`config.mk`:
```
export PLATFORM = sky130hd
export DESIGN_NAME = spram_bank_pwr_ctrl
export DESIGN_NICKNAME = d
export VERILOG_FILES = /design/src/rtl/spram_bank_pwr_ctrl.sv
export SDC_FILE = /design/constraint.sdc
export NUM_CORES = 1
export LEC_CHECK = 0
export BUFFER_PORTS_ARGS = -buffer_cell sky130_fd_sc_hd__buf_2
export CAP_MARGIN = 20
export CORE_MARGIN = 2
export CORE_UTILIZATION = 45
export DETAILED_ROUTE_END_ITERATION = 10
export GPL_ROUTABILITY_DRIVEN = 0
export PLACE_DENSITY = 0.73
export SYNTH_ARGS = -nofsm -noshare
export SYNTH_HDL_FRONTEND = slang
export SYNTH_SLANG_ARGS = --single-unit
export TNS_END_PERCENT = 100
```
`constraint.sdc`:
```
create_clock -name clk -period 1.8 [get_ports clk]
set_clock_uncertainty 0.1 [all_clocks]
set_input_delay 0.09 -clock clk [delete_from_list [all_inputs] [get_ports clk]]
set_output_delay 0.09 -clock clk [all_outputs]
set_load 0.02 [all_outputs]
```
`src/rtl/spram_bank_pwr_ctrl.sv`:
```
// Power-mode sequencer for two SPRAM banks; idle banks drop to STANDBY (and SLEEP when SPRAM_SLEEP_EN is defined).
// Latency: req_ready is combinational when the bank is ACTIVE, else STBY_WAKE+1 / SLEEP_WAKE+1 cycles.
// Backpressure: req is held until req_ready; no access reaches a bank that is not ACTIVE.
module spram_bank_pwr_ctrl #(
  parameter int STBY_IDLE  = 64,
  parameter int SLEEP_IDLE = 1024,
  parameter int STBY_WAKE  = 1,
  parameter int SLEEP_WAKE = 4
) (
  input  logic       clk,
  input  logic       reset,
  input  logic       req,
  input  logic       req_bank,
  input  logic       hold_awake,
  output logic       req_ready,
  output logic [1:0] bank_chip_sel,
  output logic [1:0] bank_standby,
  output logic [1:0] bank_sleep,
  output logic [1:0] bank_poweroff,
  output logic [3:0] bank_state
);

  localparam int TW = $clog2(SLEEP_IDLE + 1);
  localparam int WMAX = (SLEEP_WAKE > STBY_WAKE) ? SLEEP_WAKE : STBY_WAKE;
  localparam int WW = $clog2(WMAX + 1);
`ifdef SPRAM_SLEEP_EN
  localparam int TSAT = SLEEP_IDLE;
  localparam logic [TW-1:0] T_SLEEP = TW'(SLEEP_IDLE - 1);
  localparam logic [WW-1:0] W_SLEEP = WW'(SLEEP_WAKE);
`else
  localparam int TSAT = STBY_IDLE;
`endif
  localparam logic [TW-1:0] T_SAT  = TW'(TSAT);
  localparam logic [TW-1:0] T_STBY = TW'(STBY_IDLE - 1);
  localparam logic [WW-1:0] W_STBY = WW'(STBY_WAKE);

  typedef enum logic [1:0] {
    ST_ACTIVE  = 2'd0,
    ST_STANDBY = 2'd1,
    ST_SLEEP   = 2'd2,
    ST_WAKE    = 2'd3
  } state_t;

  state_t          state_q [2];
  state_t          state_d [2];
  logic [TW-1:0]   timer_q [2];
  logic [TW-1:0]   timer_d [2];
  logic [WW-1:0]   wcnt_q  [2];
  logic [WW-1:0]   wcnt_d  [2];
  logic [1:0]      hit;
  logic [1:0]      access;

  always_ff @(posedge clk) begin
    for (int b = 0; b < 2; b++) begin
      if (reset) begin
        state_q[b] <= ST_ACTIVE;
        timer_q[b] <= '0;
        wcnt_q[b]  <= '0;
      end else begin
        state_q[b] <= state_d[b];
        timer_q[b] <= timer_d[b];
        wcnt_q[b]  <= wcnt_d[b];
      end
    end
  end

  always_comb begin
    hit    = '0;
    access = '0;
    for (int b = 0; b < 2; b++) begin
      state_d[b] = state_q[b];
      wcnt_d[b]  = wcnt_q[b];
      timer_d[b] = timer_q[b];
      hit[b]     = req && (req_bank == 1'(b));
      access[b]  = hit[b] && (state_q[b] == ST_ACTIVE);

      if (access[b] || hold_awake || (state_q[b] == ST_WAKE))
        timer_d[b] = '0;
      else if (timer_q[b] != T_SAT)
        timer_d[b] = timer_q[b] + 1'b1;

      // A request or hold always beats an idle-timer transition in the same cycle.
      unique case (state_q[b])
        ST_ACTIVE: begin
          if (!access[b] && !hold_awake && (timer_q[b] == T_STBY))
            state_d[b] = ST_STANDBY;
        end
        ST_STANDBY: begin
          if (hit[b] || hold_awake) begin
            state_d[b] = ST_WAKE;
            wcnt_d[b]  = W_STBY;
          end
`ifdef SPRAM_SLEEP_EN
          else if (timer_q[b] == T_SLEEP)
            state_d[b] = ST_SLEEP;
`endif
        end
        ST_SLEEP: begin
          if (hit[b] || hold_awake) begin
            state_d[b] = ST_WAKE;
`ifdef SPRAM_SLEEP_EN
            wcnt_d[b]  = W_SLEEP;
`else
            wcnt_d[b]  = W_STBY;
`endif
          end
        end
        ST_WAKE: begin
          if (wcnt_q[b] <= WW'(1))
            state_d[b] = ST_ACTIVE;
          else
            wcnt_d[b] = wcnt_q[b] - 1'b1;
        end
        default: state_d[b] = ST_ACTIVE;
      endcase
    end
  end

  always_comb begin
    req_ready     = |access;
    bank_chip_sel = access;
    bank_poweroff = 2'b11;
    bank_state    = {state_q[1], state_q[0]};
    bank_standby  = '0;
    bank_sleep    = '0;
    for (int b = 0; b < 2; b++) begin
      bank_standby[b] = (state_q[b] == ST_STANDBY) || (state_q[b] == ST_SLEEP);
`ifdef SPRAM_SLEEP_EN
      bank_sleep[b]   = (state_q[b] == ST_SLEEP);
`endif
    end
  end

endmodule

```
# Word level (Yosys, flattened, before mapping)
# Memory sizes are Yosys's and may differ from the RTL's.
# Index checks and enable logic that the tools add are counted.
[op_classes]
n_eq_ne = 10
bitwise_logic = 7
n_mux = 27
reduce_logical = 24
addsub = 4
n_lt_le_gt_ge = 2
[op_table]
columns = ["cell", "count"]
rows = [
  ["11-bit 2-to-1 mux", 6],
  ["11-bit by 1-bit adder with 11-bit output, second input constant", 2],
  ["11-bit by 6-bit == test with 1-bit output, second input constant", 2],
  ["11-bit by 7-bit inequality test with 1-bit output, second input constant", 2],
  ["3-bit 2-to-1 mux", 6],
  ["2-bit 2-to-1 mux", 8],
  ["2-bit one-hot mux with 3 select lines", 2],
  ["3-bit one-hot mux with 2 select lines", 2],
  ["2-bit == test, second input constant", 4],
  ["1-bit logical AND", 8],
  ["1-bit logical OR", 8],
  ["3-bit by 1-bit less-or-equal comparator with 1-bit output, second input constant", 2],
  ["1-bit OR", 6],
  ["2-bit OR reduction", 3],
  ["3-bit by 1-bit subtractor with 3-bit output, second input constant", 2],
  ["2-bit by 1-bit == test with 1-bit output, second input constant", 2],
  ["2-bit zero test", 2],
  ["1-bit zero test", 3],
  ["1-bit 2-to-1 mux", 3],
  ["1-bit inverter", 1],
]
[totals]
inputBits = 5
ram_bits = 32
regBits = 0
mem_count = 3
out_inout_bits = 13
[memory_table]
columns = ["name", "words", "width", "rd", "rd_clocked_by_memory_dff", "write_ports", "line_no", "text"]
rows = [
  ["timer_q", 2, 11, 2, 0, 2, "46", "logic [TW-1:0] timer_q [2];"],
  ["wcnt_q", 2, 3, 2, 0, 2, "48", "logic [WW-1:0] wcnt_q [2];"],
  ["state_q", 2, 2, 2, 0, 2, "44", "state_t state_q [2];"],
]

# Longest topological paths before layout
# Gate-level depths: netlist of run 1.
[logic_depth]
ltp_word = 9
depth_mapped = 8

# Least setup slack after synthesis of run 1
# OpenSTA, ideal clock, no wires.
[synth_path]
path_type = "register -> register"
startpoint = "memory state_q[1][0] (netlist name)"
endpoint = "memory timer_q[1][10] (netlist name)"
arrival_ps = 1772
path_buffers = 1
period_less_slack_ps = 1936
required_time_ps = 1636
path_stages_with_launch = 9
slack_ps = -136
setup_time_ps = 64
cell_sequence = "dfxtp_1 > inv_1 > ha_1 > nand3_2 > inv_1 > or4_1 > buf_2 > nand2b_1 > nor2_1"
[synth_lines]
columns = ["item", "line_no"]
rows = [
  ["from (decl)", "44"],
  ["to (decl)", "46"],
]

==> impl_results.md, run 1 <==
- Gr ovfl total: 0
- Comb pwr share: 36.2%
- CP max FO: 7
- Seq pwr share: 37.9%
- Final Cycle Share: 95.09%
- Setup repair after global routing missed its margin: no
- Mux cell area share after synthesis: about 3.5%
- Diode count: 0
- Synth Area in Compound Gates: 8.727%
- Critical path type: reg -> reg
- DR vias: around 1.5k
- Wirelength per Cell: 12.33 um
- Setup violators final: 0
- Simple-Gate Fraction of Synth Area: between 20% and 30%
- Deepest clock path buffer count: 2
- Core region area: slightly above 0.004 mm^2
- H-tree levels: 2
- Place WS: between 4 and 5 ps
- # IOs: 18
- TritonCTS clock tree: yes
- Clk root buf: clkbuf_8
- Cts bufs inserted: 5
- Fillers: 373
- Syn_area_per_cell: 8.910 um^2
- Top FF cell, synth: dfxtp_1
- Share of the synthesized area in the top cell type: 33.60%
- Layout area overhead: 18.24%
- Commonest non-fill, non-tap cell in the layout: nor2_1
- Max Fclk: 0.5842 GHz
- HP Class: in -> reg
- Vias per inst: 5.114
- Synthesized-area fraction occupied by adder cells: 10.50%
- Row cnt: 23
- Switch share: roughly 33%
- Share of cells above drive strength 1: about a quarter
- Hold Path Stages: 2
- Worst hold start: reset
- Core Util, Final: 55.96%
- Final non-filler cell total: 297
- R2r endpoint: timer_q[0][4]
- Element type at the critical path end: flip-flop
- Vias in the first global route: 1464
- Synthesized flop and latch total: 32
- Total Wirelength: about 3700 um
- Drt first pass iters: 4
- Cell taking the most area after synthesis: dfxtp_1
- Initial Util: between 40% and 50%
- Die area: 0.004774 mm^2
- Commonest cells after routing, fill and taps aside: 25 x nor2_1, 24 x dfxtp_1, 19 x buf_4
- Synth Area in XOR/XNOR: around 8.3%
- Setup slack, reg-to-reg: 90 ps
- Largest cells by area after synthesis: dfxtp_1 34%, ha_1 10%, xor2_1 5.1%
- Largest net degree at the start of global routing: 18
- Layout Nets: 267
- Fin. max-slew vios: 0
- WP data required: 1920 ps
- Internal Pwr Total: 0.001456 W
- Post-DRT Antenna Nets: 0
- Final Hold Viols: 0
- Final Total Pwr: 0.002177 W
- Seq/Total Area, Yosys: 33.60%
- R2R cell count: 5
- Post-synth ARST share: 0%
- Worst-path clk slew: 70 ps
- GRT Total Usage: between 10% and 20%
- Worst Hold End: wcnt_q[1][2]
- Power Dens Cells: 965.4 mW/mm^2
- First-pass GRT wire length: 6403 um
- Max-Cap Viols: 0
- Antenna violations before repair: 0
- Data arrival, critical path: between 1500 and 2000 ps
- Yosys warns: 0
- Worst VDD drop: 0.4785 mV
- PortBufs: 13
- Final WS setup: 88.39 ps
- Die Y: 69.10 um
- Die W: 69.10 um
- Largest family of logic cells by synthesized area: simple AND/OR/NAND/NOR gates
- Worst-Skew Late Latency: 280 ps
- Synth Instances: 214
- Initial DRC Count: 45
- RR Startpoint: state_q[0][0]
- DRC violations left: 0
- Startpoint Class: flip-flop
- Clock Sinks: 32
- Part of the power in the clock network: 26.0%
- Unique masters post-synth: 53
- Mapped Area: around 0.0019 mm^2
- Crit path time final: between 1500 and 2000 ps
- Inst Count DP: approximately 290
- Post-synth EDFFs: 0
- Outcome: finished, final reports clean
- Psw: 0.0007203 W
- Setup TNS: 0 ps
- DP HPWL: about 2700 um
- Leakage power: roughly 0.93 nW
-- metal layers --
metal	up-vias	wire [um]	GRT usage [%]
met5	-	0	0
met4	0	89	7.190
met3	10	125	5.263
met2	20	1749	26.82
met1	702	1697	19.98
li1	787	-	-
-- through the flow --
step / area (um^2) / hold slack [ps]
after CTS: 2226 / 67.27
final: 2255 / 75.03
after global routing: 2255 / 99.14
after detailed placement: 2121 / 364.3
after global placement: 2121 / 358.3
after floorplan: 1924 / 159.7
-- worst max-delay path, cell delays in order (launching register included) --
cell     delay, ps
dfxtp_2        320
buf_4          130
ha_1           250
or4_4          560
buf_4          180
nor2_1         100
-- synthesized netlist by cell type, types with 2 or more instances --
cell / number
or4_1: 2
nor3_1: 3
nand4b_1: 2
nand3_1: 5
mux2i_1: 4
xnor2_1: 7
a21oi_1: 8
conb_1: 2
nand2b_1: 10
dfxtp_1: 32
nand4_1: 8
or3_1: 4
o21ai_0: 6
and2_1: 2
buf_4: 6
nor2_1: 25
and3_1: 4
nand2_1: 9
nand3b_1: 3
ha_1: 16
inv_1: 13
buf_2: 2
xor2_1: 11
-- state kept, by name (all words and copies together), names as in the netlist --
register and cells:
timer_q 22, wcnt_q 6, state_q 4
-- cell families after synthesis --
logic type | count (synthesis)
buffers and inverters | 23
other | 2
adder cells (fa/ha/maj) | 16
XOR/XNOR | 18
AND/OR/NAND/NOR | 93
multiplexers | 6
AO/OA/AOI/OAI | 24
flip-flops | 32
-- layout make-up --
type	instances	area (um^2)	share of cell area, %
inverters	14	52.55	2.331
multi-input cells	161	1184	52.50
repair buffers	32	207.7	9.212
flip-flops and latches	32	658.1	29.19
clock buffers	8	90.09	3.996
well taps	50	62.56	2.775
-- what timing repair did --
item,CTS,global route
resized for setup,2,7
hold buffers,0,0
buffers inserted,1,1
setup endpoints to repair,1,14
cloned,0,0
endpoints found under the hold margin,0,0
pin swaps,2,3
-- how the worst max path moves through the flow --
stage                          to  slack, ps          start  cells after the start
CTS                 state_q[0][0]          5  timer_q[0][1]                      5
floorplan           state_q[0][0]          3  timer_q[0][0]                      5
finish              timer_q[0][4]         90  state_q[0][0]                      5
global route        state_q[0][1]          3  state_q[0][1]                      7
global placement    state_q[0][0]         80  timer_q[0][1]                      5
detailed placement  state_q[0][0]          5  timer_q[0][0]                      5
-- power groups by stage --
stage | Sequential, W | Clock (W) | Combinational, W
finish | 0.000824 | 0.000565 | 0.000787
global route | 0.000834 | 0.000622 | 0.000870
global placement | 0.000841 | 0 | 0.000722
floorplan | 0.000869 | 0 | 0.000530
detailed placement | 0.000845 | 0 | 0.000734
CTS | 0.000830 | 0.000580 | 0.000760
Note: power is estimated with default switching activity, not from simulation.
==> run 2: changes to the inputs <==
Settings changed: GPL_TIMING_DRIVEN set to 0.
==> run 2 against run 1 <==
Compared with the run above: setup slack worse by 30 ps; flip-flop and latch count did not move; largest power group is now combinational cells; first-iteration DRC count rose by 67%; highest routed layer unchanged; clock power up 20%; sequential share of layout area is 1.1 points lower.
==> impl_results.md, run 2 (synthesis results as in run 1) <==
- Outcome: finished, final reports clean
- Die W: 69.10 um (unchanged)
- Final WS setup: 58.22 ps (-30.17 ps)
- Share of cells above drive strength 1: 30.49% (+5.4 points)
- Final Cycle Share: 96.77% (+1.7 points)
- Commonest non-fill, non-tap cell in the layout: nor2_1
- Design area: 0.002380 mm^2 (+5.5%)
- Deepest clock path buffer count: 2 (unchanged)
- Post-CTS Hold Fix Bufs: 0 (unchanged)
- Largest net degree at the start of global routing: 11 (-7)
- DRC violations left: 0 (unchanged)
- TritonCTS clock tree: yes
- Final Hold Viols: 0 (unchanged)
- WP data required: 1930 ps (about the same)
- Cts bufs inserted: 5 (unchanged)
- DR vias: 1532 (+0.86%)
- Max-Cap Viols: 0 (unchanged)
- R2R cell count: 5 (unchanged)
- Die area: 0.004774 mm^2 (unchanged)
- Max incr delay on CP: 560 ps (about the same)
- HP Class: in -> reg
- Place WS: -150.7 ps (-155.3 ps)
- Largest register FFs: 22 (unchanged)
- Row cnt: 23 (unchanged)
- Final non-filler cell total: 296 (-0.34%)
- Initial DRC Count: 75 (+67%)
- GRT Total Usage: 15.63% (-0.89 points)
- Inst Count DP: 279 (-2.8%)
- Max Fclk: 0.5741 GHz (-1.7%)
- Top reg by flops: timer_q
- Hold Path Stages: 3 (+1)
- Post-DRT Antenna Nets: 0 (unchanged)
- Total Wirelength: 3618 um (-1.2%)
- Layout area overhead: 24.80%
- H-tree levels: 2 (unchanged)
- CP top delay family: simple AND/OR/NAND/NOR gates
- Commonest cells after routing, fill and taps aside: 24 x nor2_1, 23 x dfxtp_1, 15 x buf_4
- Gr ovfl total: 0 (unchanged)
- Worst VDD drop: 0.4099 mV (-14%)
- Diode count: 0 (unchanged)
- Vias per inst: 5.176 (+1.2%)
- Worst path depth: 5 (unchanged)
- Worst-path clk slew: 70 ps (about the same)
- PortBufs: 13 (unchanged)
- # IOs: 18 (unchanged)
- Startpoint Class: flip-flop
- Leakage power: 0.9476 nW (+2.1%)
- Layout Nets: 266 (-0.37%)
- Clk root buf: clkbuf_8
- Slowest CP cell: or4_4
- Post-DP Area: 0.002052 mm^2 (-3.2%)
- Worst-Skew Late Latency: 290 ps (about the same)
- Power Dens Cells: 999.9 mW/mm^2 (+3.6%)
- Largest regs: timer_q x22, wcnt_q x6, state_q x4
- Fin. max-slew vios: 0 (unchanged)
- Vias in the first global route: 1430 (-2.3%)
- Critical-path cell list: ha_1, or4_4, buf_6, nand2b_4, nor2_1
- WP buf/inv: 1 (-1)
- Initial Util: 47.33% (unchanged)
- Crit path time final: 1742 ps (+30.17 ps)
- Setup TNS: 0 ps (unchanged)
- Drt first pass iters: 4 (unchanged)
- Antenna violations before repair: 0 (unchanged)
- DP HPWL: 2424 um (-11%)
- Data arrival, critical path: 1870 ps (+40 ps)
- Clock Sinks: 32 (unchanged)
- Core region area: 0.004029 mm^2 (unchanged)
- CP max FO: 6 (-1)
- Fillers: 339 (-9.1%)
- Setup violators final: 0 (unchanged)
- Die Y: 69.10 um (unchanged)
- Wirelength per Cell: 12.22 um (-0.84%)
- First-pass GRT wire length: 6203 um (-3.1%)
- Critical path type: reg -> reg
- Final Total Pwr: 0.002380 W (+9.3%)
- Element type at the critical path end: flip-flop
## run 2: changes by cell type in the layout (fill, tap and decap cells not counted), sizes merged
cell / change
clkinv: +1
buf: -2
clkbuf: -1
bufinv: +1
## run 2: stage by stage
step / hold slack, ps / utilization [%]
floorplan: 159.7 / -
global placement: 360.0 / 50.93
detailed placement: 364.6 / 50.93
CTS: 56.03 / 55.62
global route: 75.78 / 59.07
finish: 73.48 / 59.07
## run 2: path summary, 6_finish.rpt
path / startpoint / to / slack [ps]
max: state_q[1][0] / timer_q[1][8] / 60
min: reset / state_q[1][1] / 70
max reg2reg: state_q[1][0] / timer_q[1][8] / 60
min reg2reg: wcnt_q[1][0] / wcnt_q[1][0] / 390
## run 2: area by class of cell
class                   instances  area (um^2)  share of cell area [%]
clock buffers                   6        72.57                   3.049
inverters                      14        52.55                   2.208
well taps                      50        62.56                   2.629
flip-flops and latches         32        669.4                   28.13
clock inverters                 2        35.03                   1.472
repair buffers                 23        152.6                   6.414
multi-input cells             161         1275                   53.58
plain buffers                   8        60.06                   2.524
## run 2: routing by layer
metal	wire [um]	track usage, %	vias to the layer above
met4	59	6.536	0
met5	0	0	-
met2	1774	25.85	17
li1	-	-	790
met3	118	3.801	7
met1	1665	19.35	718
## run 2: repair_timing
action	CTS	global route
pin swaps	3	11
gates resized for setup	16	20
setup buffers	3	7
setup endpoints to repair	10	11
endpoints found under the hold margin	0	0
## run 2: tightest hold or removal path, cell delays in order
cell	delay (ps)
buf_2	160
nand2b_1	120
mux2i_1	60
## run 2: report_power, final
| group | internal, W | total (W) | leakage, nW | switching [W] |
|---|---|---|---|---|
| Combinational | 0.000434 | 0.000860 | 0.628 | 0.000427 |
| Clock | 0.000411 | 0.000678 | 0.0552 | 0.000268 |
| Sequential | 0.000773 | 0.000841 | 0.265 | 0.0000681 |
| Total | 0.00162 | 0.00238 | 0.948 | 0.000762 |
==> run 3: changes to the inputs <==
Settings changed: MAX_ROUTING_LAYER set to met4.
==> run 3 against run 2 <==
Compared with the run above: critical path depth did not move; highest routed layer unchanged; combinational power barely moved; register-to-register slack is essentially flat.
==> impl_results.md, run 3 (synthesis results as in run 1) <==
- Largest regs: timer_q x22, wcnt_q x6, state_q x4
- # IOs: 18 (unchanged)
- Final WS setup: 58.19 ps (-0.02530 ps)
- H-tree levels: 2 (unchanged)
- Initial Util: 47.33% (unchanged)
- DP HPWL: 2424 um (unchanged)
- Vias per inst: 5.182 (+0.13%)
- Data arrival, critical path: 1870 ps (about the same)
- Worst-path clk slew: 70 ps (about the same)
- Cts bufs inserted: 5 (unchanged)
- Core Util, Final: 59.07% (unchanged)
- Worst-Skew Late Latency: 290 ps (about the same)
- WP data required: 1930 ps (about the same)
- Power Dens Cells: 999.7 mW/mm^2 (about the same)
- Final non-filler cell total: 296 (unchanged)
- Worst VDD drop: 0.4098 mV (about the same)
- Total Wirelength: 3624 um (+0.17%)
- Row cnt: 23 (unchanged)
- Commonest non-fill, non-tap cell in the layout: nor2_1
- Antenna violations before repair: 0 (unchanged)
- TritonCTS clock tree: yes
- Fin. max-slew vios: 0 (unchanged)
- DRC violations left: 0 (unchanged)
- Diode count: 0 (unchanged)
- Critical path type: reg -> reg
- Place WS: -150.7 ps (unchanged)
- Inst Count DP: 279 (unchanged)
- R2r endpoint: timer_q[1][8]
- Vias in the first global route: 1432 (+0.14%)
- Final Hold Viols: 0 (unchanged)
- Hold_ws: 73.56 ps (+0.07950 ps)
- Commonest cells after routing, fill and taps aside: 24 x nor2_1, 23 x dfxtp_1, 15 x buf_4
- Die W: 69.10 um (unchanged)
- DR vias: 1534 (+0.13%)
- PortBufs: 13 (unchanged)
- Final Total Pwr: 0.002379 W (about the same)
- Layout Nets: 266 (unchanged)
- CP max FO: 6 (unchanged)
- Worst Hold End: state_q[1][1]
- Setup slack, reg-to-reg: 60 ps (about the same)
- Worst hold start: reset
- Top reg by flops: timer_q
- Startpoint Class: flip-flop
- Post-CTS Hold Fix Bufs: 0 (unchanged)
- Gr ovfl total: 0 (unchanged)
- GRT Total Usage: 16.08% (+0.44 points)
- Deepest clock path buffer count: 2 (unchanged)
- Layout area overhead: 24.80% (unchanged)
- RR Startpoint: state_q[1][0]
- Clock Sinks: 32 (unchanged)
- Setup violators final: 0 (unchanged)
- R2R cell count: 5 (unchanged)
- Hold Path Stages: 3 (unchanged)
- Largest net degree at the start of global routing: 11 (unchanged)
- HP Class: in -> reg
- Element type at the critical path end: flip-flop
- Share of cells above drive strength 1: 30.49% (unchanged)
- Max Fclk: 0.5741 GHz (about the same)
- Clk root buf: clkbuf_8
- Leakage power: 0.9476 nW (unchanged)
- Final Cycle Share: 96.77% (about the same)
- Initial DRC Count: 69 (-8.0%)
- First-pass GRT wire length: 6210 um (+0.11%)
- Max-Cap Viols: 0 (unchanged)
- Largest register FFs: 22 (unchanged)
- Die area: 0.004774 mm^2 (unchanged)
- Post-DRT Antenna Nets: 0 (unchanged)
- Outcome: finished, final reports clean
- Core region area: 0.004029 mm^2 (unchanged)
- Wirelength per Cell: 12.24 um (+0.17%)
- Die Y: 69.10 um (unchanged)
- Crit path time final: 1742 ps (+0.02530 ps)
- Drt first pass iters: 4 (unchanged)
## run 3: how the worst max path moves through the flow
stage	slack [ps]	end	start
global route	-7	state_q[0][1]	timer_q[0][2]
detailed placement	-150	state_q[1][0]	timer_q[1][0]
global placement	-150	state_q[1][0]	timer_q[1][0]
CTS	2	wcnt_q[1][2]	state_q[1][0]
finish	60	timer_q[1][8]	state_q[1][0]
floorplan	3	state_q[0][0]	timer_q[0][0]
## run 3: metrics by stage
| step | TNS, ps | area [um^2] |
|---|---|---|
| 6_report | 0 | 2380 |
| 5_1_grt | -15.89 | 2380 |
| 4_1_cts | 0 | 2241 |
| 2_1_floorplan | 0 | 1924 |
| 3_5_place_dp | -369.8 | 2052 |
| 3_3_place_gp | -267.7 | 2052 |
## run 3: where the power goes
part	internal (W)	switching, W
logic	0.000434	0.000427
clock network	0.000411	0.000267
registers	0.000773	0.0000682
total	0.00162	0.000762
## run 3: critical path, cell delays in order (launching register included)
cell      delay, ps
dfxtp_4         360
ha_1            270
or4_4           560
buf_6           150
nand2b_4        140
nor2_1          100
## run 3: timing repair
action	4_1_cts	5_1_grt
setup endpoints to repair	10	11
endpoints found under the hold margin	0	0
resized for setup	16	20
buffers inserted	3	7
pin swaps	3	11
## run 3: per-layer routing
metal  global-route usage (%)  vias up  wire length, um
met3                    3.801        7              107
li1                         -      790                -
met2                    25.85       18             1786
met4                    6.536        0               59
met1                    19.35      719             1671
met5                        -        -                0
## run 3: area by class of cell
class | count | area (um^2)
inverter | 14 | 52.55
clock buffer | 6 | 72.57
sequential | 32 | 669.4
multi-input combinational | 161 | 1275
buffer | 8 | 60.06
tap | 50 | 62.56
fill | 339 | 1649
timing repair buffer | 23 | 152.6
clock inverter | 2 | 35.03
